**src/rtl/sevseg_pkg.sv**
```systemverilog
// Shared definitions for the 7-segment display path.
// Holds the active-high (segment lit) code table used by both the display
// driver and the readback monitor, plus the reader FSM state type.
// Segment bit order: bit6=g ... bit0=a.
package sevseg_pkg;

    localparam logic [6:0] SEG_0     = 7'b0111111;
    localparam logic [6:0] SEG_1     = 7'b0000110;
    localparam logic [6:0] SEG_2     = 7'b1011011;
    localparam logic [6:0] SEG_3     = 7'b1001111;
    localparam logic [6:0] SEG_4     = 7'b1100110;
    localparam logic [6:0] SEG_5     = 7'b1101101;
    localparam logic [6:0] SEG_6     = 7'b1111101;
    localparam logic [6:0] SEG_7     = 7'b0000111;
    localparam logic [6:0] SEG_8     = 7'b1111111;
    localparam logic [6:0] SEG_9     = 7'b1101111;
    localparam logic [6:0] SEG_A     = 7'b1110111;
    localparam logic [6:0] SEG_F     = 7'b1110001;
    localparam logic [6:0] SEG_BLANK = 7'b0000000;

    typedef enum logic [1:0] {
        ST_IDLE   = 2'd0,
        ST_SETTLE = 2'd1,
        ST_REPORT = 2'd2
    } reader_state_t;

endpackage

```
**src/rtl/sevseg_pattern_decode.sv**
```systemverilog
// Combinational decode of an active-high 7-segment pattern.
// Ports:
//   seg   in  7  pattern, 1 = segment lit
//   bin   out 4  decoded value (0 for blank or unknown patterns)
//   blank out 1  all segments off
//   error out 1  pattern not in the code table
// blank and error are mutually exclusive.
module sevseg_pattern_decode
    import sevseg_pkg::*;
(
    input  logic [6:0] seg,
    output logic [3:0] bin,
    output logic       blank,
    output logic       error
);

    always_comb begin
        bin   = 4'd0;
        blank = 1'b0;
        error = 1'b0;
        case (seg)
            SEG_0:     bin = 4'd0;
            SEG_1:     bin = 4'd1;
            SEG_2:     bin = 4'd2;
            SEG_3:     bin = 4'd3;
            SEG_4:     bin = 4'd4;
            SEG_5:     bin = 4'd5;
            SEG_6:     bin = 4'd6;
            SEG_7:     bin = 4'd7;
            SEG_8:     bin = 4'd8;
            SEG_9:     bin = 4'd9;
            SEG_A:     bin = 4'd10;
            SEG_F:     bin = 4'd15;
            SEG_BLANK: blank = 1'b1;
            default:   error = 1'b1;
        endcase
    end

endmodule

```
**src/rtl/sevseg_reader.sv**
```systemverilog
// Readback monitor for an active-low 7-segment display.
// Samples the pattern, waits for it to be stable for STABLE_CYCLES samples,
// then reports the decoded value with a one-cycle o_valid pulse. Patterns
// outside the code table are flagged and counted (saturating).
// Ports:
//   i_clk        in  1          clock
//   i_rst_n      in  1          async reset, active-low
//   i_sevseg     in  7          segment pattern, active-low, bit6=g..bit0=a
//   o_valid      out 1          one-cycle report pulse
//   o_bin_num    out 4          decoded value, held between reports
//   o_blank      out 1          reported pattern was blank
//   o_error      out 1          reported pattern was undecodable
//   o_err_count  out ERR_CNT_W  saturating count of error reports
//
// state     | meaning
// ----------+---------------------------------------------------------
// ST_IDLE   | pattern equals last report; wait for a change
// ST_SETTLE | new candidate seen; counting consecutive identical samples
// ST_REPORT | single cycle after a report; input ignored this cycle
module sevseg_reader
    import sevseg_pkg::*;
#(
    parameter int STABLE_CYCLES = 4,
    parameter int ERR_CNT_W     = 8
) (
    input  logic                 i_clk,
    input  logic                 i_rst_n,
    input  logic [6:0]           i_sevseg,
    output logic                 o_valid,
    output logic [3:0]           o_bin_num,
    output logic                 o_blank,
    output logic                 o_error,
    output logic [ERR_CNT_W-1:0] o_err_count
);

    localparam int               CNT_W    = $clog2(STABLE_CYCLES) + 1;
    localparam logic [CNT_W-1:0] CNT_ONE  = CNT_W'(1);
    localparam logic [CNT_W-1:0] CNT_LAST = CNT_W'(STABLE_CYCLES - 1);
    localparam logic [6:0]       RAW_BLANK = 7'h7F;

    reader_state_t    state;
    reader_state_t    state_nxt;
    logic [6:0]       s_reg;
    logic [6:0]       cand;
    logic [6:0]       last_rep;
    logic [CNT_W-1:0] cnt;

    logic             load_cand;
    logic             cnt_inc;
    logic             report_go;

    logic [6:0]       cand_lit;
    logic [3:0]       dec_bin;
    logic             dec_blank;
    logic             dec_error;

    // The code table is active-high; the display bus is active-low.
    assign cand_lit = ~cand;

    sevseg_pattern_decode u_decode (
        .seg   (cand_lit),
        .bin   (dec_bin),
        .blank (dec_blank),
        .error (dec_error)
    );

    always_ff @(posedge i_clk or negedge i_rst_n) begin
        if (!i_rst_n) begin
            state <= ST_IDLE;
        end else begin
            state <= state_nxt;
        end
    end

    always_comb begin
        state_nxt = state;
        load_cand = 1'b0;
        cnt_inc   = 1'b0;
        case (state)
            ST_IDLE: begin
                if (s_reg != last_rep) begin
                    load_cand = 1'b1;
                    state_nxt = ST_SETTLE;
                end
            end
            ST_SETTLE: begin
                // A glitch that falls back to the shown value is dropped.
                if (s_reg == last_rep) begin
                    state_nxt = ST_IDLE;
                end else if (s_reg != cand) begin
                    load_cand = 1'b1;
                end else if (cnt == CNT_LAST) begin
                    state_nxt = ST_REPORT;
                end else begin
                    cnt_inc = 1'b1;
                end
            end
            ST_REPORT: begin
                state_nxt = ST_IDLE;
            end
            default: begin
                state_nxt = ST_IDLE;
            end
        endcase
    end

    always_comb begin
        report_go = (state == ST_SETTLE) && (state_nxt == ST_REPORT);
    end

    always_ff @(posedge i_clk or negedge i_rst_n) begin
        if (!i_rst_n) begin
            s_reg <= RAW_BLANK;
            cand  <= RAW_BLANK;
            cnt   <= '0;
        end else begin
            s_reg <= i_sevseg;
            if (load_cand) begin
                cand <= s_reg;
                cnt  <= CNT_ONE;
            end else if (cnt_inc) begin
                cnt <= cnt + CNT_ONE;
            end
        end
    end

    always_ff @(posedge i_clk or negedge i_rst_n) begin
        if (!i_rst_n) begin
            o_valid     <= 1'b0;
            o_bin_num   <= 4'd0;
            o_blank     <= 1'b0;
            o_error     <= 1'b0;
            o_err_count <= '0;
            last_rep    <= RAW_BLANK;
        end else begin
            o_valid <= report_go;
            if (report_go) begin
                o_bin_num <= dec_bin;
                o_blank   <= dec_blank;
                o_error   <= dec_error;
                last_rep  <= cand;
                if (dec_error && (o_err_count != {ERR_CNT_W{1'b1}})) begin
                    o_err_count <= o_err_count + 1'b1;
                end
            end
        end
    end

endmodule
```
**config.mk**
```make
export PLATFORM = sky130hd
export DESIGN_NAME = sevseg_reader
export DESIGN_NICKNAME = d
export VERILOG_FILES = /design/src/rtl/sevseg_pkg.sv /design/src/rtl/sevseg_pattern_decode.sv /design/src/rtl/sevseg_reader.sv
export SDC_FILE = /design/constraint.sdc
export NUM_CORES = 1
export LEC_CHECK = 0
export CAP_MARGIN = 20
export CORE_ASPECT_RATIO = 0.7
export CORE_UTILIZATION = 55
export DETAILED_ROUTE_END_ITERATION = 16
export PLACE_DENSITY = 0.78
export SETUP_SLACK_MARGIN = 0.05
export SYNTH_ARGS = -nofsm -noshare
export SYNTH_HDL_FRONTEND = slang
export SYNTH_SLANG_ARGS = --single-unit
```
**constraint.sdc**
```tcl
create_clock -name i_clk -period 3.8 [get_ports i_clk]
set_input_delay 1.14 -clock i_clk [delete_from_list [all_inputs] [get_ports i_clk]]
set_output_delay 1.14 -clock i_clk [all_outputs]
set_load 0.02 [all_outputs]
```
# Yosys cells after proc, flatten, opt, wreduce, memory -nomap -nowiden
# Index checks and enable logic that the tools add are counted.
[totals]
input_bits = 9
out_inout_bits = 15
word_cells = 57
regBits = 41
[classes]
addsub = 2
mux = 18
n_bitwise = 1
eq_ne = 19
n_reduce_logical = 7
[ops]
columns = ["operator", "count"]
rows = [
  ["7-bit equality test, second input constant", 9],
  ["4-bit case mux with 11 select lines", 1],
  ["7-bit by 3-bit equality test with 1-bit output, second input constant", 2],
  ["7-bit inequality test", 2],
  ["13-bit OR reduction", 1],
  ["1-bit 2-to-1 mux", 9],
  ["8-bit by 1-bit adder with 8-bit output, second input constant", 1],
  ["2-bit 2-to-1 mux", 4],
  ["8-bit inequality test, second input constant", 1],
  ["7-bit by 6-bit equality test with 1-bit output, second input constant", 1],
  ["7-bit equality test", 1],
  ["7-bit zero test", 1],
  ["7-bit inverter", 1],
  ["3-bit 2-to-1 mux", 2],
  ["2-bit case mux with 2 select lines", 1],
  ["3-bit by 1-bit adder with 3-bit output, second input constant", 1],
  ["3-bit by 2-bit equality test with 1-bit output, second input constant", 1],
  ["2-bit by 1-bit equality test with 1-bit output, second input constant", 1],
  ["2-bit equality test, second input constant", 1],
  ["1-bit logical AND", 2],
  ["2-bit zero test", 1],
  ["1-bit case mux with 2 select lines", 1],
  ["2-bit AND reduction", 1],
  ["2-bit nonzero test", 1],
]

# Logic depth before layout (Yosys ltp)
# Gate-level depths: netlist of run 1.
[logic_depth]
depth_word = 8
ltp_mapped = 9
ltp_nobuf = 7

# By module
# From an unflattened synthesis of run 1, not the netlist that was laid out.
[hier_totals]
cells_unflattened = 185
hier_area_um2 = 2138.3
[by_module_without_submodules]
columns = ["module", "instances", "cells_per_inst", "area_per_inst_um2", "seq_area_each_um2"]
rows = [
  ["sevseg_reader", 1, 136, 1846.8, 1052.3],
  ["sevseg_pattern_decode", 1, 49, 291.5, 0.0],
]

# Worst setup path before layout of run 1
# Ideal clock, no wire load.
[synth_path]
path_type = "reg-to-reg"
from = "reg cand[6]"
to = "reg o_bin_num[0]"
period_less_slack_ns = 2.017
path_buffers = 3
arrival_ns = 1.893
t_required_ns = 3.675
path_slack_ns = 1.783
stages_incl_launch_ff = 9
setup_time_ns = 0.125
cell_sequence = "dfstp_2 buf_2 xnor2_1 and4_1 buf_4 nand2_1 nor2_1 buf_4 mux2_2"
[synth_via]
elab_chain_len = 6
elab_cells_between_ends = 19
cone_classes = "eq/ne: 13; mux: 4; bitwise: 1; reduce/logical: 1"
[synth_lines]
columns = ["item", "line_no", "source"]
rows = [
  ["start, declared", "sevseg_reader.sv:44", "logic [6:0] cand;"],
  ["start signal, assigned", "sevseg_reader.sv:119", "cand <= s_reg;"],
  ["7-bit inequality test", "sevseg_reader.sv:90", "end else if (s_reg != cand) begin"],
  ["2-bit 2-to-1 mux", "sevseg_reader.sv:90", ""],
  ["2-bit 2-to-1 mux", "sevseg_reader.sv:88", "if (s_reg == last_rep) begin"],
  ["2-bit case mux with 2 select lines", "sevseg_reader.sv:79", "case (state)"],
  ["2-bit equality test", "sevseg_reader.sv:108", "report_go = (state == ST_SETTLE) && (state_nxt == ST_REPORT);"],
  ["1-bit logical AND", "sevseg_reader.sv:108", ""],
  ["end signal, assigned", "sevseg_reader.sv:138", "o_bin_num <= dec_bin;"],
  ["end, declared", "sevseg_reader.sv:30", "output logic [3:0] o_bin_num,"],
]
# Parallel ways exist; a longest one is shown, timed or not.
# A chain may end at the register's enable or synchronous reset.

# Final worst setup path of run 1
[layout_path]
from = "reg o_err_count[7]"
to = "out o_err_count[7]"
[layout_lines]
columns = ["item", "line_no", "source"]
rows = [
  ["start, declared", "sevseg_reader.sv:33", "output logic [ERR_CNT_W-1:0] o_err_count"],
  ["start signal, assigned", "sevseg_reader.sv:143", "o_err_count <= o_err_count + 1'b1;"],
]
# No word-level cell between the ends.

==> impl_results.md, run 1 <==
- Post-layout net count: 220
- H-tree Lvls: 2
- Layout cell share with drive strength beyond 1: between 20% and 30%
- Distinct cell type count after synthesis: between 40 and 50
- EDFF count, synth: 0
- Peak supply drop: around 0.22 mV
- Sink Count: 41
- Type of the tightest min-delay check: flop to flop
- Residual DRC: 0
- Total power: 0.8858 mW
- Drt initial violations: 153
- Fmax: roughly 0.40 GHz
- Worst slew margin: roughly two fifths
- Crit path DAT: about 1.4 ns
- Port bufs: 23
- Post_cts resized: 0
- Max-Cap Viols: 0
- CP delay by family, top: buffers and inverters
- Top-area cell type share of the netlist area: 24.78%
- Vias post-DR: 1543
- CP Class: flop to output port
- Slowest cell on crit path: clkdlybuf4s50_1
- Tot GR Track Use: 21.95%
- Leak Pwr: 1.092 nW
- Critical Path RT: around 2.7 ns
- Pwr/cell area: about 350 mW/mm²
- Site Rows: 18
- Max reg flops: 8
- GPL Wtd Cong: between 0.8 and 0.9
- Final Hold Fails: 0
- Crit path buf inv count: 1
- Area leader, netlist: dfstp_2
- Core box area: roughly 0.0037 mm²
- Drt first pass iters: 4
- Post-Synthesis Cell Area: ~0.0022 mm²
- DR vias/cell: ~6
- Status: completed
- RSZ-0062 raised after global routing: no
- Area Growth Syn to Fin: 14.55%
- Crit Path Max Fanout: 5
- Final setup violating endpoints: 0
- CTS tree: yes
- Post-Syn Nets: 200
- Die Span X: between 70 and 80 µm
- Setup Fix Bufs, Post-CTS: 0
- CTS root buffer: clkbuf_8
- Synthesized netlist cell count: 188
- Later-pin clock latency in the skew report: approximately 0.29 ns
- Sequential fraction of the synthesis area: between 40% and 50%
- CP Capture Type: output port
- Yosys warnings: 0
- Commonest cells in the synthesized netlist: dfstp_2, dfrtp_1, mux2_2
- Syn avg cell area: between 10 and 15 µm²
- Wire length per cell: roughly 16 µm
- Number of global-route vias before repair: around 1500
- Register bit count reported by yosys: 41
- Fin. max-slew vios: 0
- Hold Buf Count CTS: 0
- Initial antenna violation count: 0
- Max Root-Sink Buffers: 2
- Worst setup SP type: flop
- Max incr delay on CP: ~0.65 ns
- Final ANT Viol Nets: 0
- Post-layout min period: between 2 and 3 ns
- Antenna cell count: 0
- Congestion Overflow GR: 0
- Final TNS setup: 0 ns
- Final Cycle Share: about two thirds
- Setup Skew: approximately 0.007 ns
- Register clock-pin slew on the reported worst setup and hold paths: around 0.08 ns
- Starting Density: between 60% and 70%
- Cts bufs inserted: 5
- Top post-synthesis cells by area: dfstp_2, dfrtp_1, mux2_2
- Least-Margin Pin Slew: 0.8819 ns
- Drt total wl: roughly 4200 µm
- HPWL after DPL: 3036 µm
- Post-layout util: between 60% and 70%
- Die Y: 55.24 µm
- Largest Register: o_err_count
- Most frequent cell after synthesis: dfstp_2
- Most used DFF post-synth: dfstp_2
- Largest net degree at the start of global routing: between 40 and 50
- Crit-path cells: clkdlybuf4s50_1
- # IOs: 24
- Ys async rst share: 100.0%
- First-pass GRT wire length: 7238 µm
- DIE AREA: roughly 0.0043 mm²
## where the power goes
part | switching [mW] | leakage [nW] | internal [mW] | total (mW)
clock network | 0.149 | 0.0554 | 0.197 | 0.347
logic | 0.0334 | 0.548 | 0.0301 | 0.0636
registers | 0.0226 | 0.489 | 0.453 | 0.476
total | 0.205 | 1.09 | 0.680 | 0.886
## path summary, 6_finish.rpt
path | startpoint | endpoint | slack [ns] | cells past startpoint
worst max-delay path | o_err_count[7] | o_err_count[7] | 1.30 | 1
worst min-delay path | o_err_count[4] | o_err_count[4] | 0.50 | 1
worst max register to register | cand[4] | o_bin_num[0] | 1.48 | 6
worst min register to register | o_err_count[4] | o_err_count[4] | 0.50 | 1
max in group asynchronous | i_rst_n | o_bin_num[2] | 2.28 | 1
min in group asynchronous | i_rst_n | o_err_count[4] | 0.97 | 1
## cell families after synthesis
| kind of cell | after synthesis | share of synthesized area (%) |
|---|---|---|
| compound gates | 18 | 8.652 |
| mux | 23 | 11.57 |
| buf+inv | 17 | 4.719 |
| flops | 41 | 47.25 |
| xor+xnor | 21 | 8.258 |
| fa+ha+maj | 3 | 1.686 |
| simple gates | 65 | 17.87 |
## layout by cell type (no fill, tap or decap), types with 2 or more instances in the layout
master           netlist  final
clkbuf_8               0      5
and2_1                 2      2
nand2b_1               2      2
mux2_2                19     19
dfrtp_1               20     20
nand4_1                8      8
o22ai_1                2      2
nor2_1                11     11
mux2_1                 3      3
and3_2                 2      2
ha_1                   3      3
and3_1                 8      8
a21oi_1                4      4
nand2_1                7      7
nor4_1                10     10
inv_1                  6      6
nand3_1                5      5
and4b_1                2      2
clkdlybuf4s50_1        0     22
xnor2_1               11     11
dfstp_2               21     21
xor2_1                10     10
o2111ai_4              2      2
## per-layer routing
layer / GRT usage (%) / part of all wire, % / routed length [µm] / vias to the layer above
li1: - / - / - / 726
met1: 30.26 / 46 / 1944 / 761
met2: 34.21 / 48 / 2021 / 48
met3: 5.289 / 4.5 / 189 / 8
met4: 7.143 / 1.6 / 67 / 0
met5: 0 / 0 / 0 / -
## through the flow
stage | hold slack (ns) | setup slack [ns] | cell area [µm²] | instances
after floorplan | 0.5060 | 1.783 | 2227 | 188
after global placement | 0.4717 | 1.590 | 2440 | 251
after detailed placement | 0.4944 | 1.530 | 2440 | 251
after CTS | 0.5070 | 1.300 | 2551 | 259
after global routing | 0.5413 | 1.264 | 2551 | 259
final | 0.5038 | 1.298 | 2551 | 259
## layout make-up
type	instances	area (µm²)
multi-input combinational	130	1070
sequential	41	1052
clock buffer	6	72.57
inverter	6	22.52
clock inverter	2	38.79
tap	50	62.56
timing repair buffer	24	232.7
fill	284	1142
Note: power is estimated with default switching activity, not from simulation.
==> run 2, diff against run 1 <==
Clock period 3.8 ns to 2.6 ns, I/O delays scaled along.
==> impl_results.md, run 2 (same netlist as run 1, synthesis figures left out) <==
- Status: completed
- Antenna cell count: 0 (unchanged)
- Later-pin clock latency in the skew report: 0.29 ns (about the same)
- Peak supply drop: 0.4002 mV (+79%)
- Port bufs: 23 (unchanged)
- Drt total wl: 4047 µm (-4.1%)
- CP Class: flop to flop
- Fin. max-slew vios: 0 (unchanged)
- Commonest non-fill, non-tap cell in the layout: clkdlybuf4s50_1
- CP delay by family, top: flip-flops
- Register clock-pin slew on the reported worst setup and hold paths: 0.08 ns (about the same)
- # IOs: 24 (unchanged)
- Sink Count: 41 (unchanged)
- Post-layout net count: 220 (unchanged)
- Crit-path cells: and4b_1 > o21bai_2 > o311ai_4 > nor4_1 > mux2_1
- Crit path DAT: 2.46 ns (+1.10 ns)
- Hold Buf Count CTS: 0 (unchanged)
- Type of the tightest min-delay check: flop to flop
- Post-layout min period: 2.287 ns
- DR vias/cell: 5.942 (-0.26%)
- Worst slew margin: 42.66% (+1.5 points)
- Hold Slack: 0.4946 ns (-0.009140 ns)
- Slowest cell on crit path: dfstp_2
- First-pass GRT wire length: 6975 µm (-3.6%)
- Leak Pwr: 1.097 nW (+0.42%)
- Setup Skew: 0.006447 ns (-0.0006537 ns)
- Crit path buf inv count: 0 (-1)
- Largest Register: o_err_count
- Vias post-DR: 1539 (-0.26%)
- RSZ-0062 raised after global routing: no
- Setup Fix Bufs, Post-CTS: 0 (unchanged)
- Drt first pass iters: 4 (unchanged)
- Congestion Overflow GR: 0 (unchanged)
- Final Hold Fails: 0 (unchanged)
- Area Growth Syn to Fin: 14.66% (about the same)
- Crit Path Max Fanout: 15 (+10)
- Largest net degree at the start of global routing: 42 (unchanged)
- Die Y: 55.24 µm (unchanged)
- Cts bufs inserted: 5 (unchanged)
- Max reg flops: 8 (unchanged)
- Core box area: 0.003694 mm² (unchanged)
- Fmax: 0.4373 GHz
- CTS tree: yes
- Post_cts resized: 0 (unchanged)
- Max Root-Sink Buffers: 2 (unchanged)
- Initial antenna violation count: 0 (unchanged)
- Max incr delay on CP: 0.75 ns (+0.10 ns)
- CP Capture Type: flop
- Final ANT Viol Nets: 0 (unchanged)
- Final Cycle Share: 87.95%
- HPWL after DPL: 2911 µm (-4.1%)
- Site Rows: 18 (unchanged)
- Number of global-route vias before repair: 1529 (-0.20%)
- Final setup violating endpoints: 0 (unchanged)
- Final TNS setup: 0 ns (unchanged)
- Least-Margin Pin Slew: 0.8601 ns (-0.02178 ns)
- GPL Wtd Cong: 0.8902 (+8.1%)
- Starting Density: 60.30% (unchanged)
- Number of fill cells: 255 (-10%)
- Wire length per cell: 15.63 µm (-4.1%)
- Die Span X: 78.06 µm (unchanged)
- Commonest cells after routing, fill and taps aside: clkdlybuf4s50_1, dfstp_2, dfrtp_1
- CTS root buffer: clkbuf_8
- Max-Cap Viols: 0 (unchanged)
- Drt initial violations: 215 (+41%)
- H-tree Lvls: 2 (unchanged)
- Layout cell share with drive strength beyond 1: 29.19% (+0.48 points)
- Pwr/cell area: 500.0 mW/mm² (+44%)
- Critical Path RT: 2.77 ns (+0.11 ns)
- Residual DRC: 0 (unchanged)
- Worst setup SP type: flop
- Tot GR Track Use: 20.91% (-1.0 points)
- DIE AREA: 0.004312 mm² (unchanged)
## run 2: power by group
part / leakage, nW / switching [mW] / internal [mW]
clock: 0.0599 / 0.215 / 0.274
sequential: 0.489 / 0.0326 / 0.662
combinational: 0.548 / 0.0486 / 0.0441
## run 2: worst paths after layout
kind | slack [ns] | end | start | cells past startpoint
hold reg to reg | 0.49 | o_err_count[4] | o_err_count[4] | 1
max in group asynchronous | 1.47 | o_valid | i_rst_n | 1
min in group asynchronous | 0.60 | o_err_count[5] | i_rst_n | 1
setup / recovery | 0.31 | o_err_count[6] | cand[4] | 5
hold / removal | 0.49 | o_err_count[4] | o_err_count[4] | 1
setup reg to reg | 0.31 | o_err_count[6] | cand[4] | 5
## run 2: layout make-up
| cell class | count | area [µm²] | share of cell area [%] |
|---|---|---|---|
| Multi-Input combinational cell | 130 | 1070 | 41.89 |
| Sequential cell | 41 | 1052 | 41.21 |
| Timing Repair Buffer | 24 | 232.7 | 9.113 |
| Clock buffer | 7 | 107.6 | 4.214 |
| Tap cell | 50 | 62.56 | 2.450 |
| Inverter | 6 | 22.52 | 0.8819 |
| Clock inverter | 1 | 6.256 | 0.2450 |
## run 2: stage by stage
step | total power [mW] | std cells | worst slack [ns] | util [%] | instance area (µm²)
finish | 1.277 | 259 | 0.3133 | 69.14 | 2554
global route | 1.333 | 259 | 0.2012 | 69.14 | 2554
CTS | 1.293 | 259 | 0.3244 | 69.14 | 2554
detailed placement | 0.7984 | 251 | 0.3402 | 66.06 | 2440
global placement | 0.7921 | 251 | 0.4166 | 66.06 | 2440
floorplan | 0.7660 | 188 | 0.5825 | - | 2227
## run 2: routing by layer
metal  track usage, %  share of wire, %  vias up
met5                0                 0        -
met4            7.672               1.5        0
met3            6.116               4.7        8
met2            33.21                48       51
met1            27.19                46      751
li1                 -                 -      729
## run 2: worst reg2reg max path, delay by kind of cell (launching register included)
family             cells  cell delay, ns
and+or+nand+nor        2            0.64
DFF                    1            0.75
muxes                  1            0.36
AOI/OAI and AO/OA      2            0.44
==> run 3, diff against run 2 <==
Settings changed: DONT_BUFFER_PORTS from default to 1, PLACE_DENSITY 0.78 to 0.7.
==> impl_results.md, run 3 (same netlist as run 1, synthesis figures left out) <==
- Multi-input logic area: 0.001070 mm² (unchanged)
- Sink Count: 41 (unchanged)
- Crit. Startpoint: cand[4]
- Sw frac: 23.54% (+0.32 points)
- GPL Wtd Cong: 0.7848 (-12%)
- Number of global-route vias before repair: 1487 (-2.7%)
- Final TNS setup: 0 ns (unchanged)
- Wire length per cell: 17.14 µm (+9.7%)
- Hold Buf Count CTS: 0 (unchanged)
- Largest net degree at the start of global routing: 42 (unchanged)
- Final Hold Fails: 0 (unchanged)
- Worst slew margin: 67.62% (+25 points)
- Type of the tightest min-delay check: input pin to asynchronous set/reset pin
- Finished Layout Cells: 237 (-8.5%)
- Final setup violating endpoints: 0 (unchanged)
- Die Y: 55.24 µm (unchanged)
- Least-Margin Pin Slew: 0.4813 ns (-0.3788 ns)
- Worst setup SP type: flop
- Area Growth Syn to Fin: 4.550%
- P_sw: 0.2914 mW (-1.7%)
- Fin. max-slew vios: 0 (unchanged)
- CTS root buffer: clkbuf_8
- Worst r2r src: cand[4]
- Register clock-pin slew on the reported worst setup and hold paths: 0.08 ns (about the same)
- Starting Density: 60.30% (unchanged)
- R2r endpoint: o_blank
- Commonest cells after routing, fill and taps aside: dfstp_2, dfrtp_1, mux2_2
- Setup Skew: 0.003729 ns (-0.002718 ns)
- Layout cell share with drive strength beyond 1: 32.09% (+2.9 points)
- Placed cells: 229 (-8.8%)
- Drt total wl: 4061 µm (+0.35%)
- Logic gate share of total power: 5.4% (-1.9 points)
- Vias post-DR: 1447 (-6.0%)
- Register area: 0.001052 mm² (unchanged)
- Crit path DAT: 2.44 ns (-0.02 ns)
- Post_cts resized: 0 (unchanged)
- Hold Slack: 0.1700 ns (-0.3246 ns)
- Die Span X: 78.06 µm (unchanged)
- Setup Fix Bufs, Post-CTS: 0 (unchanged)
- Crit Path Max Fanout: 15 (unchanged)
- Congestion Overflow GR: 0 (unchanged)
- Peak supply drop: 0.4388 mV (+9.7%)
- Number of fill cells: 304 (+19%)
- # IOs: 24 (unchanged)
- Cts bufs inserted: 5 (unchanged)
- First-pass GRT wire length: 7072 µm (+1.4%)
- Seq pwr share: 56.3% (+1.9 points)
- H-tree Lvls: 2 (unchanged)
- CP Class: flop to flop
- Internal reg-to-reg setup slack: 0.34 ns (+0.03 ns)
- Final ANT Viol Nets: 0 (unchanged)
- Port bufs: 0 (-100%)
- Leak Pwr: 1.012 nW (-7.7%)
- Later-pin clock latency in the skew report: 0.29 ns (about the same)
- Max reg flops: 8 (unchanged)
- DR vias/cell: 6.105 (+2.7%)
- Internal power: 0.9462 mW (-3.5%)
- Core box area: 0.003694 mm² (unchanged)
- Placed Area: 0.002222 mm² (-8.9%)
- Max Root-Sink Buffers: 2 (unchanged)
- Post-route cell area: 0.002328 mm² (-8.8%)
- Post-layout min period: 2.255 ns (-0.03142 ns)
- Critical Path RT: 2.78 ns (about the same)
- Post-layout util: 63.04% (-6.1 points)
- Worst Slack Setup Final: 0.3448 ns (+0.03142 ns)
- DIE AREA: 0.004312 mm² (unchanged)
- Fmax: 0.4434 GHz (+1.4%)
- Pwr/cell area: 531.5 mW/mm² (+6.3%)
- Largest Register: o_err_count
- CTS tree: yes
- Setup crit end: o_blank
- Max-Cap Viols: 0 (unchanged)
- HPWL after DPL: 2892 µm (-0.65%)
- Worst slack at placement: 0.3691 ns (+0.02887 ns)
- Status: completed
- Antenna cell count: 0 (unchanged)
- Post-layout net count: 198 (-10%)
- Drt first pass iters: 4 (unchanged)
- Residual DRC: 0 (unchanged)
- Final Cycle Share: 86.74% (-1.2 points)
- Site Rows: 18 (unchanged)
- Commonest non-fill, non-tap cell in the layout: dfstp_2
- Tot GR Track Use: 21.74% (+0.83 points)
- CP Capture Type: flop
- Clock power frac: 38.3% (about the same)
- Drt initial violations: 90 (-58%)
- RSZ-0062 raised after global routing: no
- Initial antenna violation count: 0 (unchanged)
- Total power: 1.238 mW (-3.1%)
- Worst R2R Path Depth: 6 (+1)
==> run 3: routing by layer <==
metal / vias to the layer above / part of all wire, % / global-route usage (%)
met5: - / 0 / 0
met4: 0 / 1.1 / 7.143
li1: 680 / - / -
met1: 725 / 50 / 30.42
met3: 8 / 4.3 / 6.446
met2: 34 / 45 / 32.33
==> run 3: worst min-delay path by stage <==
stage / cells past startpoint / from / end / slack (ns)
global placement: 0 / i_rst_n / cnt[2] / 0.49
detailed placement: 0 / i_rst_n / cnt[2] / 0.49
CTS: 0 / i_rst_n / cnt[2] / 0.17
floorplan: 0 / i_rst_n / cnt[0] / 0.48
global route: 0 / i_rst_n / o_err_count[0] / 0.15
finish: 0 / i_rst_n / o_err_count[0] / 0.17
==> run 3: area by class of cell <==
type | count | share of cell area [%]
multi-input cells | 130 | 45.94
flip-flops and latches | 41 | 45.19
clock buffers | 7 | 4.191
well taps | 50 | 2.687
inverters | 6 | 0.9672
repair buffers | 2 | 0.6448
clock inverters | 1 | 0.3761
==> run 3: power groups by stage <==
stage / logic (mW) / clock network, mW / registers (mW)
after floorplan: 0.0819 / 0 / 0.684
after global placement: 0.0664 / 0 / 0.706
after detailed placement: 0.0667 / 0 / 0.708
after CTS: 0.0674 / 0.484 / 0.696
after global routing: 0.0761 / 0.516 / 0.701
final: 0.0670 / 0.474 / 0.697
==> run 3: critical path, cell delays in order, from the launching register on <==
cell and delay [ns]:
dfstp_2 0.75, xnor2_1 0.19, and4_1 0.39, nand2_1 0.14, nor2_1 0.10, buf_4 0.22
mux2_2 0.36
